==> src/rtl/conv_accum_pkg.sv <==
// conv_accum_pkg: shared types, default widths and saturation bounds for the
// converging-index accumulator engine.
// Build option: CONV_ACCUM_SAT_EN selects saturating accumulation (see step).
package conv_accum_pkg;

  localparam int IDX_W_DEF = 8;
  localparam int ACC_W_DEF = 16;

  typedef enum logic [1:0] {
    IDLE = 2'd0,
    RUN  = 2'd1,
    DONE = 2'd2
  } conv_state_e;

  // Largest (upper=1) or smallest (upper=0) value of a w-bit signed number.
  function automatic longint sat_bound(input int w, input logic upper);
    if (upper) return (longint'(1) <<< (w - 1)) - longint'(1);
    else       return -(longint'(1) <<< (w - 1));
  endfunction

endpackage

==> src/rtl/conv_accum_step.sv <==
// conv_accum_step: one combinational iteration of the converging-index walk.
// Produces the updated accumulator and whether the walk continues (i < j).
// Build option: CONV_ACCUM_SAT_EN clamps each update to the signed ACC_W range;
// without it the accumulator wraps modulo 2^ACC_W.
module conv_accum_step
  import conv_accum_pkg::*;
#(
  parameter int IDX_W = IDX_W_DEF,
  parameter int ACC_W = ACC_W_DEF
) (
  input  logic        [IDX_W-1:0] i_i,
  input  logic        [IDX_W-1:0] j_i,
  input  logic signed [ACC_W-1:0] acc_i,
  output logic signed [ACC_W-1:0] next_acc_o,
  output logic                    cont_o
);

  // Saturating mode needs two guard bits so acc+t1+t2 cannot overflow before
  // the clamp; wrapping mode simply works at the accumulator width.
`ifdef CONV_ACCUM_SAT_EN
  localparam int SW = ACC_W + 2;
  localparam logic signed [SW-1:0] SAT_HI = SW'(sat_bound(ACC_W, 1'b1));
  localparam logic signed [SW-1:0] SAT_LO = SW'(sat_bound(ACC_W, 1'b0));

  function automatic logic signed [ACC_W-1:0] clamp(input logic signed [SW-1:0] v);
    if (v > SAT_HI)      return SAT_HI[ACC_W-1:0];
    else if (v < SAT_LO) return SAT_LO[ACC_W-1:0];
    else                 return v[ACC_W-1:0];
  endfunction
`else
  localparam int SW = ACC_W;
`endif

  logic        [IDX_W-1:0] j_half;
  logic signed [SW-1:0]    t1_s;
  logic signed [SW-1:0]    t2_s;
  logic signed [SW-1:0]    sum_s;

  // Data-dependent term selection and the accumulator update.
  always_comb begin
    j_half = j_i >> 1;
    if (i_i < j_half) t1_s = signed'(SW'(i_i));
    else              t1_s = -signed'(SW'(j_i));
    t2_s   = i_i[0] ? {SW{1'b1}} : SW'(1);
    sum_s  = SW'(acc_i) + t1_s + t2_s;
    cont_o = (i_i < j_i);
`ifdef CONV_ACCUM_SAT_EN
    next_acc_o = clamp(sum_s);
`else
    next_acc_o = sum_s;
`endif
  end

endmodule

==> src/rtl/conv_accum_engine.sv <==
// conv_accum_engine: multi-cycle converging-index accumulator with valid/ready
// handshakes on input pair and result. One iteration per clock in RUN.
// Build option: CONV_ACCUM_SAT_EN (saturating accumulator, same timing).
module conv_accum_engine
  import conv_accum_pkg::*;
#(
  parameter int IDX_W = IDX_W_DEF,
  parameter int ACC_W = ACC_W_DEF
) (
  input  logic             clk,
  input  logic             rst_n,
  input  logic             clear,
  input  logic             in_valid,
  output logic             in_ready,
  input  logic [IDX_W-1:0] in_start,
  input  logic [IDX_W-1:0] in_end,
  output logic             out_valid,
  input  logic             out_ready,
  output logic [ACC_W-1:0] out_accum,
  output logic [IDX_W-1:0] out_iters
);

  conv_state_e              state_q, state_d;
  logic        [IDX_W-1:0]  i_q, i_d;
  logic        [IDX_W-1:0]  j_q, j_d;
  logic signed [ACC_W-1:0]  acc_q, acc_d;
  logic        [IDX_W-1:0]  iters_q, iters_d;
  logic                     in_ready_q, in_ready_d;
  logic                     out_valid_q, out_valid_d;

  logic signed [ACC_W-1:0]  step_acc;
  logic                     step_cont;

  conv_accum_step #(
    .IDX_W (IDX_W),
    .ACC_W (ACC_W)
  ) u_step (
    .i_i        (i_q),
    .j_i        (j_q),
    .acc_i      (acc_q),
    .next_acc_o (step_acc),
    .cont_o     (step_cont)
  );

  // Next-state logic; clear overrides every transition and drops any result.
  always_comb begin
    state_d     = state_q;
    i_d         = i_q;
    j_d         = j_q;
    acc_d       = acc_q;
    iters_d     = iters_q;
    in_ready_d  = in_ready_q;
    out_valid_d = out_valid_q;
    if (clear) begin
      state_d     = IDLE;
      acc_d       = '0;
      iters_d     = '0;
      in_ready_d  = 1'b1;
      out_valid_d = 1'b0;
    end else begin
      case (state_q)
        IDLE: begin
          if (in_valid && in_ready_q) begin
            i_d        = in_start;
            j_d        = in_end;
            acc_d      = '0;
            iters_d    = '0;
            state_d    = RUN;
            in_ready_d = 1'b0;
          end
        end
        RUN: begin
          if (step_cont) begin
            acc_d   = step_acc;
            i_d     = i_q + 1'b1;
            j_d     = j_q - 1'b1;
            iters_d = iters_q + 1'b1;
          end else begin
            state_d     = DONE;
            out_valid_d = 1'b1;
          end
        end
        DONE: begin
          // in_ready stays low this cycle so no pair is taken during handoff.
          if (out_ready) begin
            state_d     = IDLE;
            out_valid_d = 1'b0;
            in_ready_d  = 1'b1;
          end
        end
        default: begin
          state_d     = IDLE;
          in_ready_d  = 1'b1;
          out_valid_d = 1'b0;
        end
      endcase
    end
  end

  // State, index, accumulator and handshake registers.
  always_ff @(posedge clk or negedge rst_n) begin
    if (!rst_n) begin
      state_q     <= IDLE;
      i_q         <= '0;
      j_q         <= '0;
      acc_q       <= '0;
      iters_q     <= '0;
      in_ready_q  <= 1'b1;
      out_valid_q <= 1'b0;
    end else begin
      state_q     <= state_d;
      i_q         <= i_d;
      j_q         <= j_d;
      acc_q       <= acc_d;
      iters_q     <= iters_d;
      in_ready_q  <= in_ready_d;
      out_valid_q <= out_valid_d;
    end
  end

  assign in_ready  = in_ready_q;
  assign out_valid = out_valid_q;
  assign out_accum = acc_q;
  assign out_iters = iters_q;

endmodule

==> config.mk <==
export PLATFORM = sky130hd
export DESIGN_NAME = conv_accum_engine
export DESIGN_NICKNAME = d
export VERILOG_FILES = /design/src/rtl/conv_accum_pkg.sv /design/src/rtl/conv_accum_step.sv /design/src/rtl/conv_accum_engine.sv
export SDC_FILE = /design/constraint.sdc
export NUM_CORES = 1
export LEC_CHECK = 0
export ABC_AREA = 1
export CORE_MARGIN = 5
export CORE_UTILIZATION = 63
export CTS_BUF_LIST = sky130_fd_sc_hd__clkbuf_8
export CTS_CLUSTER_DIAMETER = 30
export DETAILED_ROUTE_END_ITERATION = 6
export PLACE_DENSITY_LB_ADDON = 0.05
export SYNTH_ARGS = -nofsm -noshare
export SYNTH_HDL_FRONTEND = slang
export SYNTH_SLANG_ARGS = --single-unit
export TNS_END_PERCENT = 1
==> constraint.sdc <==
create_clock -name clk -period 7.9 [get_ports clk]
set_input_delay 1.58 -clock clk [delete_from_list [all_inputs] [get_ports clk]]
set_output_delay 1.58 -clock clk [all_outputs]
set_load 0.05 [all_outputs]
==> flow_summary.json, run 1 <==
{
  "grt_max_degree": 45,
  "routed_via_density": 5.766,
  "rsz0062_at_grt": "false",
  "design.core.area_mm2": 0.005956,
  "final_nets": 639,
  "firstDrtPassIters": 5,
  "gp_congestion": 0.9545,
  "fmax_mhz": 223.9,
  "gr-usage-all-layers": 0.2666,
  "io_buffers": 46,
  "drive_gt1_frac": 0.04378,
  "fillers": 482,
  "antennaDiodeCount": 0,
  "vias": 3725,
  "core.rowCount": 28,
  "postCtsHoldBufs": 0,
  "postRouteAntennaNets": 0,
  "worst_pin_slew_ns": 1.102,
  "finalSetupViolations": 0,
  "yosys_warnings": 0,
  "ys_seq_elements": 44,
  "pin_count": 47,
  "root_buffer": "clkbuf_8",
  "fin_crit_sh": 0.5652,
  "clock-sinks": 44,
  "die_y_um": 88.37,
  "netlist_top_cells_area": "dfrtp_1 28%, nand2_1 15%, ha_1 11%, fa_1 7.8%, nand3_1 6.9%",
  "min_period_ns": 4.465,
  "gr-total-overflow": 0,
  "hold_viol_final": 0,
  "syn_nets": 598,
  "yosysTopAreaCellShare": 0.2781,
  "netlist_instances": 529,
  "cts_buffers": 5,
  "placed_area_mm2": 0.004348,
  "outcome": "finished, final reports clean",
  "drt-total-wl_um": 9925,
  "crit_type": "register to register",
  "cts.htree.levels": 2,
  "cts_tree": "done",
  "clk_latency_ns": 0.31,
  "avgRoutedWirePerCell_um": 15.36,
  "fp.dieW_um": 88.37,
  "startpoint_type": "register",
  "grt_first_pass_wirelength_um": 16320,
  "yosys.area.top_type": "dfrtp_1",
  "cp.arrival_ns": 4.66,
  "yosysSeqAreaShare": 0.2849,
  "finalMaxSlewViolations": 0,
  "hpwlAfterDp_um": 7409,
  "drc": 0,
  "worstPathMaxFanout": 22,
  "post-cts-setup-buffers": 0,
  "dr.first_iter.drc_count": 279,
  "fin_area_mm2": 0.004456,
  "hp-class": "register to register",
  "drv_cap": 0,
  "required_ns": 8.09,
  "clock_skew_ns": 0.01052,
  "path_clk_slew_ns": 0.09,
  "cts-resized-gates": 0,
  "dieArea_mm2": 0.007808,
  "syn_area_per_cell_um2": 7.313,
  "synth_cell_types": 38,
  "relSlewSlack": 0.2655,
  "synth-main-ff-cell": "dfrtp_1",
  "initial_core_util": 0.6496,
  "synth_edf_count": 0,
  "final_cell_mix": "159 x nand2_1, 53 x nand3_1, 46 x inv_1",
  "first_global_vias": 3585,
  "area_growth_pct": 15.17,
  "setup_tns_ns": 0,
  "antenna_found_initial": 0,
  "layout_commonest_cell": "nand2_1",
  "endpoint_kind": "register",
  "synth.cell_area_mm2": 0.003869,
  "async_reset_ff_frac": 1.000,
  "clk_path_buf_depth": 2
}
stage by stage:
stage / util / std cells / worst slack (ns) / hold slack, ns
2_1_floorplan: - / 529 / 4.142 / 0.4638
3_3_place_gp: 0.7300 / 638 / 3.602 / 0.4568
3_5_place_dp: 0.7300 / 638 / 3.486 / 0.4713
4_1_cts: 0.7481 / 646 / 3.448 / 0.4924
5_1_grt: 0.7481 / 646 / 2.931 / 0.5161
6_report: 0.7481 / 646 / 3.435 / 0.4893
synth_stat cells (2+ instances only):
master,instances
o21ai_1,2
clkbuf_1,5
ha_1,33
a21oi_1,16
xor2_1,17
fa_1,15
nor2_1,40
inv_2,4
a21o_1,2
nand2_2,5
dfrtp_1,43
buf_2,2
or2_2,2
nand4_1,3
buf_4,4
o21ai_0,38
clkinv_1,2
xnor2_1,6
nand3_1,53
a31oi_1,8
nor4_1,3
nand2_1,159
nor3_1,8
inv_1,45
registers in the layout, summed over array words and instances (netlist names):
name	cells
i_q	8
in_ready	1
j_q	8
out_accum	16
out_iters	8
out_valid	1
state_q	2
path summary, 6_finish.rpt:
path	from	to	slack [ns]	depth (start not counted)
setup / recovery	i_q[0]	out_accum[15]	3.43	23
hold / removal	out_valid	out_valid	0.49	2
setup reg to reg	i_q[0]	out_accum[15]	3.43	23
hold reg to reg	out_valid	out_valid	0.49	2
max in group asynchronous	rst_n	out_accum[9]	5.80	1
min in group asynchronous	rst_n	j_q[6]	1.45	1
critical path, cell delays in order, from the launching register on:
cell      delay [ns]
dfrtp_1         1.08
inv_1           0.09
nand2_1         0.09
nand2_1         0.05
nand2_1         0.05
nand2_1         0.05
nand2_1         0.05
nand2_1         0.04
nand2_1         0.30
clkinv_1        0.32
nand2_1         0.12
nand2_1         0.07
fa_1            0.44
ha_1            0.26
fa_1            0.44
nand3_1         0.11
nand3_1         0.16
a21oi_1         0.24
or2_2           0.14
nand2_1         0.05
inv_1           0.06
nand2_1         0.04
nand3_1         0.06
nand2_1         0.05
final cells by class:
cell class	count	area, um2	area share
Multi-Input combinational cell	422	2505	0.5622
Sequential cell	44	1102	0.2474
Timing Repair Buffer	46	455.4	0.1022
Inverter	51	191.4	0.04297
Tap cell	75	93.84	0.02106
Clock buffer	5	68.82	0.01545
Clock inverter	3	38.79	0.008705
cells by family after synthesis:
| family | Yosys count | synth area share |
|---|---|---|
| buf+inv | 63 | 0.06759 |
| fa+ha+maj | 48 | 0.1843 |
| compound gates | 73 | 0.1035 |
| xor+xnor | 23 | 0.05207 |
| flops | 44 | 0.2849 |
| simple gates | 278 | 0.3076 |
per-layer routing:
| metal | routed length (um) | share of wire | global-route usage | up-vias |
|---|---|---|---|---|
| met5 | 0 | 0 | 0 | - |
| met4 | 268 | 0.027 | 0.1016 | 0 |
| met3 | 515 | 0.052 | 0.03538 | 29 |
| met2 | 4772 | 0.48 | 0.4568 | 126 |
| met1 | 4370 | 0.44 | 0.3432 | 1759 |
| li1 | - | - | - | 1811 |
Power of run 1 is not shown: default switching activity piles up to over one toggle a cycle in this logic, so the estimate is an artifact.
==> run 2, diff against run 1 <==
--- a/config.mk
+++ b/config.mk
@@ -7,7 +7,7 @@
 export LEC_CHECK = 0
 export ABC_AREA = 1
 export CORE_MARGIN = 5
-export CORE_UTILIZATION = 63
+export CORE_UTILIZATION = 58
 export CTS_BUF_LIST = sky130_fd_sc_hd__clkbuf_8
 export CTS_CLUSTER_DIAMETER = 30
 export DETAILED_ROUTE_END_ITERATION = 6
==> constraint.sdc (replaced) <==
create_clock -name clk -period 4.21 [get_ports clk]
set_input_delay 0.842 -clock clk [delete_from_list [all_inputs] [get_ports clk]]
set_output_delay 0.842 -clock clk [all_outputs]
set_load 0.05 [all_outputs]
==> run 2 against run 1 <==
  * Worst hold slack better by 0.015 ns
  * Maximum frequency rose by 16%
  * Non-clock buffer count grew 4
  * Via count shrank 2.0%
  * Clock skew barely moved
  * Highest routed layer unchanged
  * Setup slack worse by 3.1 ns
  * Routed wire length is 3.0% lower
  * Register-to-register slack got worse by 3.1 ns
==> flow_summary.json, run 2 (synthesis results as in run 1) <==
{
  "io_buffers": 46,
  "cts.htree.levels": 2,
  "firstDrtPassIters": 5,
  "cts_tree": "done",
  "drv_cap": 0,
  "top_usage_layer": "met2",
  "drive_gt1_frac": 0.05217,
  "setup_tns_ns": 0,
  "clock-sinks": 44,
  "finalMaxSlewViolations": 0,
  "fmax_mhz": 260.1,
  "grt_first_pass_wirelength_um": 17220,
  "vias": 3652,
  "crit_start": "j_q[6]",
  "area_growth_pct": 16.11,
  "antennaDiodeCount": 0,
  "final_cell_mix": "159 x nand2_1, 53 x nand3_1, 45 x inv_1, 45 x clkdlybuf4s50_1, 43 x dfrtp_1",
  "design.core.area_mm2": 0.006422,
  "max_stage_delay_ns": 0.44,
  "fp.dieW_um": 91.67,
  "use_met3": 0.03519,
  "path_buf_inv": 3,
  "core.rowCount": 29,
  "first_global_vias": 3738,
  "largest_reg_flops": 16,
  "rsz0062_at_grt": "false",
  "root_buffer": "clkbuf_8",
  "drt-total-wl_um": 9623,
  "clock_skew_ns": 0.01005,
  "layout_setup_ws_ns": 0.3653,
  "endpoint_kind": "register",
  "routed_via_density": 5.601,
  "gr-total-overflow": 0,
  "path_clk_slew_ns": 0.09,
  "dieArea_mm2": 0.008403,
  "dr.first_iter.drc_count": 204,
  "use_met1": 0.3255,
  "relSlewSlack": 0.3057,
  "finalSetupViolations": 0,
  "startpoint_type": "register",
  "hold_viol_final": 0,
  "cts-resized-gates": 0,
  "cts_buffers": 5,
  "crit_slowest_cell": "fa_1",
  "outcome": "finished, final reports clean",
  "hpwlAfterDp_um": 7321,
  "post-cts-setup-buffers": 0,
  "antenna_found_initial": 0,
  "die_y_um": 91.67,
  "hp-class": "register to register",
  "required_ns": 4.42,
  "critPathTopFamily": "adder cells",
  "r2r-start": "j_q[6]",
  "path_common_cell": "nand2_1",
  "reg2reg_slack_ns": 0.37,
  "postCtsHoldBufs": 0,
  "clk_path_buf_depth": 2,
  "initial_core_util": 0.6024,
  "clk_latency_ns": 0.31,
  "grt_max_degree": 45,
  "worstPathMaxFanout": 9,
  "hold_path_startpoint": "j_q[1]",
  "postRouteAntennaNets": 0,
  "crit_type": "register to register",
  "drc": 0,
  "gr-usage-all-layers": 0.2465,
  "final_nets": 643,
  "path_cells": "inv_1 -> ha_1 -> nand2_1 -> nor3_1 -> nand2_1 -> nand2_1 -> clkinv_1 -> nand2_1 -> nand2_1 -> fa_1 -> ha_1 -> fa_1 -> nand3_1 -> nand3_1 -> a21oi_1 -> or2_2 -> nand2_1 -> inv_1 -> nand2_1 -> nand3_1 -> nand2_1",
  "fin_crit_sh": 0.9132,
  "gp_congestion": 0.8867,
  "avgRoutedWirePerCell_um": 14.76,
  "min_period_ns": 3.845,
  "place_ws_ns": 0.4158,
  "worst_pin_slew_ns": 1.041,
  "cp.arrival_ns": 4.05,
  "use_met2": 0.4273,
  "pin_count": 47,
  "layout_commonest_cell": "nand2_1"
}
==> run 2: changes by cell type in the layout (fill, tap and decap cells not counted), sizes merged <==
cell      previous run  this run
buf                  1         5
clkinvlp             0         1
inv                 50        49
==> run 2: routing by layer <==
metal | wire length [um] | vias to the layer above
li1 | - | 1820
met2 | 4730 | 115
met4 | 110 | 0
met1 | 4326 | 1705
met3 | 456 | 12
met5 | 0 | -
==> run 2: final cells by class <==
cell class,count,area [um2]
clock inverter,3,42.54
timing repair buffer,50,485.5
sequential,44,1102
tap,77,96.34
fill,555,1931
inverter,51,191.4
multi-input combinational,422,2505
clock buffer,5,68.82
==> run 2: worst paths after layout <==
| kind | endpoint | depth (start not counted) |
|---|---|---|
| max in group asynchronous | j_q[1] | 1 |
| hold reg to reg | j_q[1] | 2 |
| setup reg to reg | out_accum[15] | 21 |
| hold / removal | j_q[1] | 2 |
| min in group asynchronous | i_q[3] | 1 |
| setup / recovery | out_accum[15] | 21 |
==> run 2: through the flow <==
step / hold slack, ns / std cells / cell area (um2) / util
floorplan: 0.4638 / 529 / 3869 / -
global placement: 0.4565 / 644 / 4380 / 0.6821
finish: 0.5041 / 652 / 4492 / 0.6994
global route: 0.5259 / 652 / 4492 / 0.6994
CTS: 0.5042 / 652 / 4492 / 0.6994
detailed placement: 0.4834 / 644 / 4380 / 0.6821
==> run 2: worst register-to-register path: cells and delay by family, from the launching register on <==
family          cells  cell delay, ns
compound gates      1            0.26
flops               1            0.40
simple gates       13            1.20
buf+inv             3            0.42
fa+ha+maj           4            1.47
Power of run 2 is left out for the same reason.
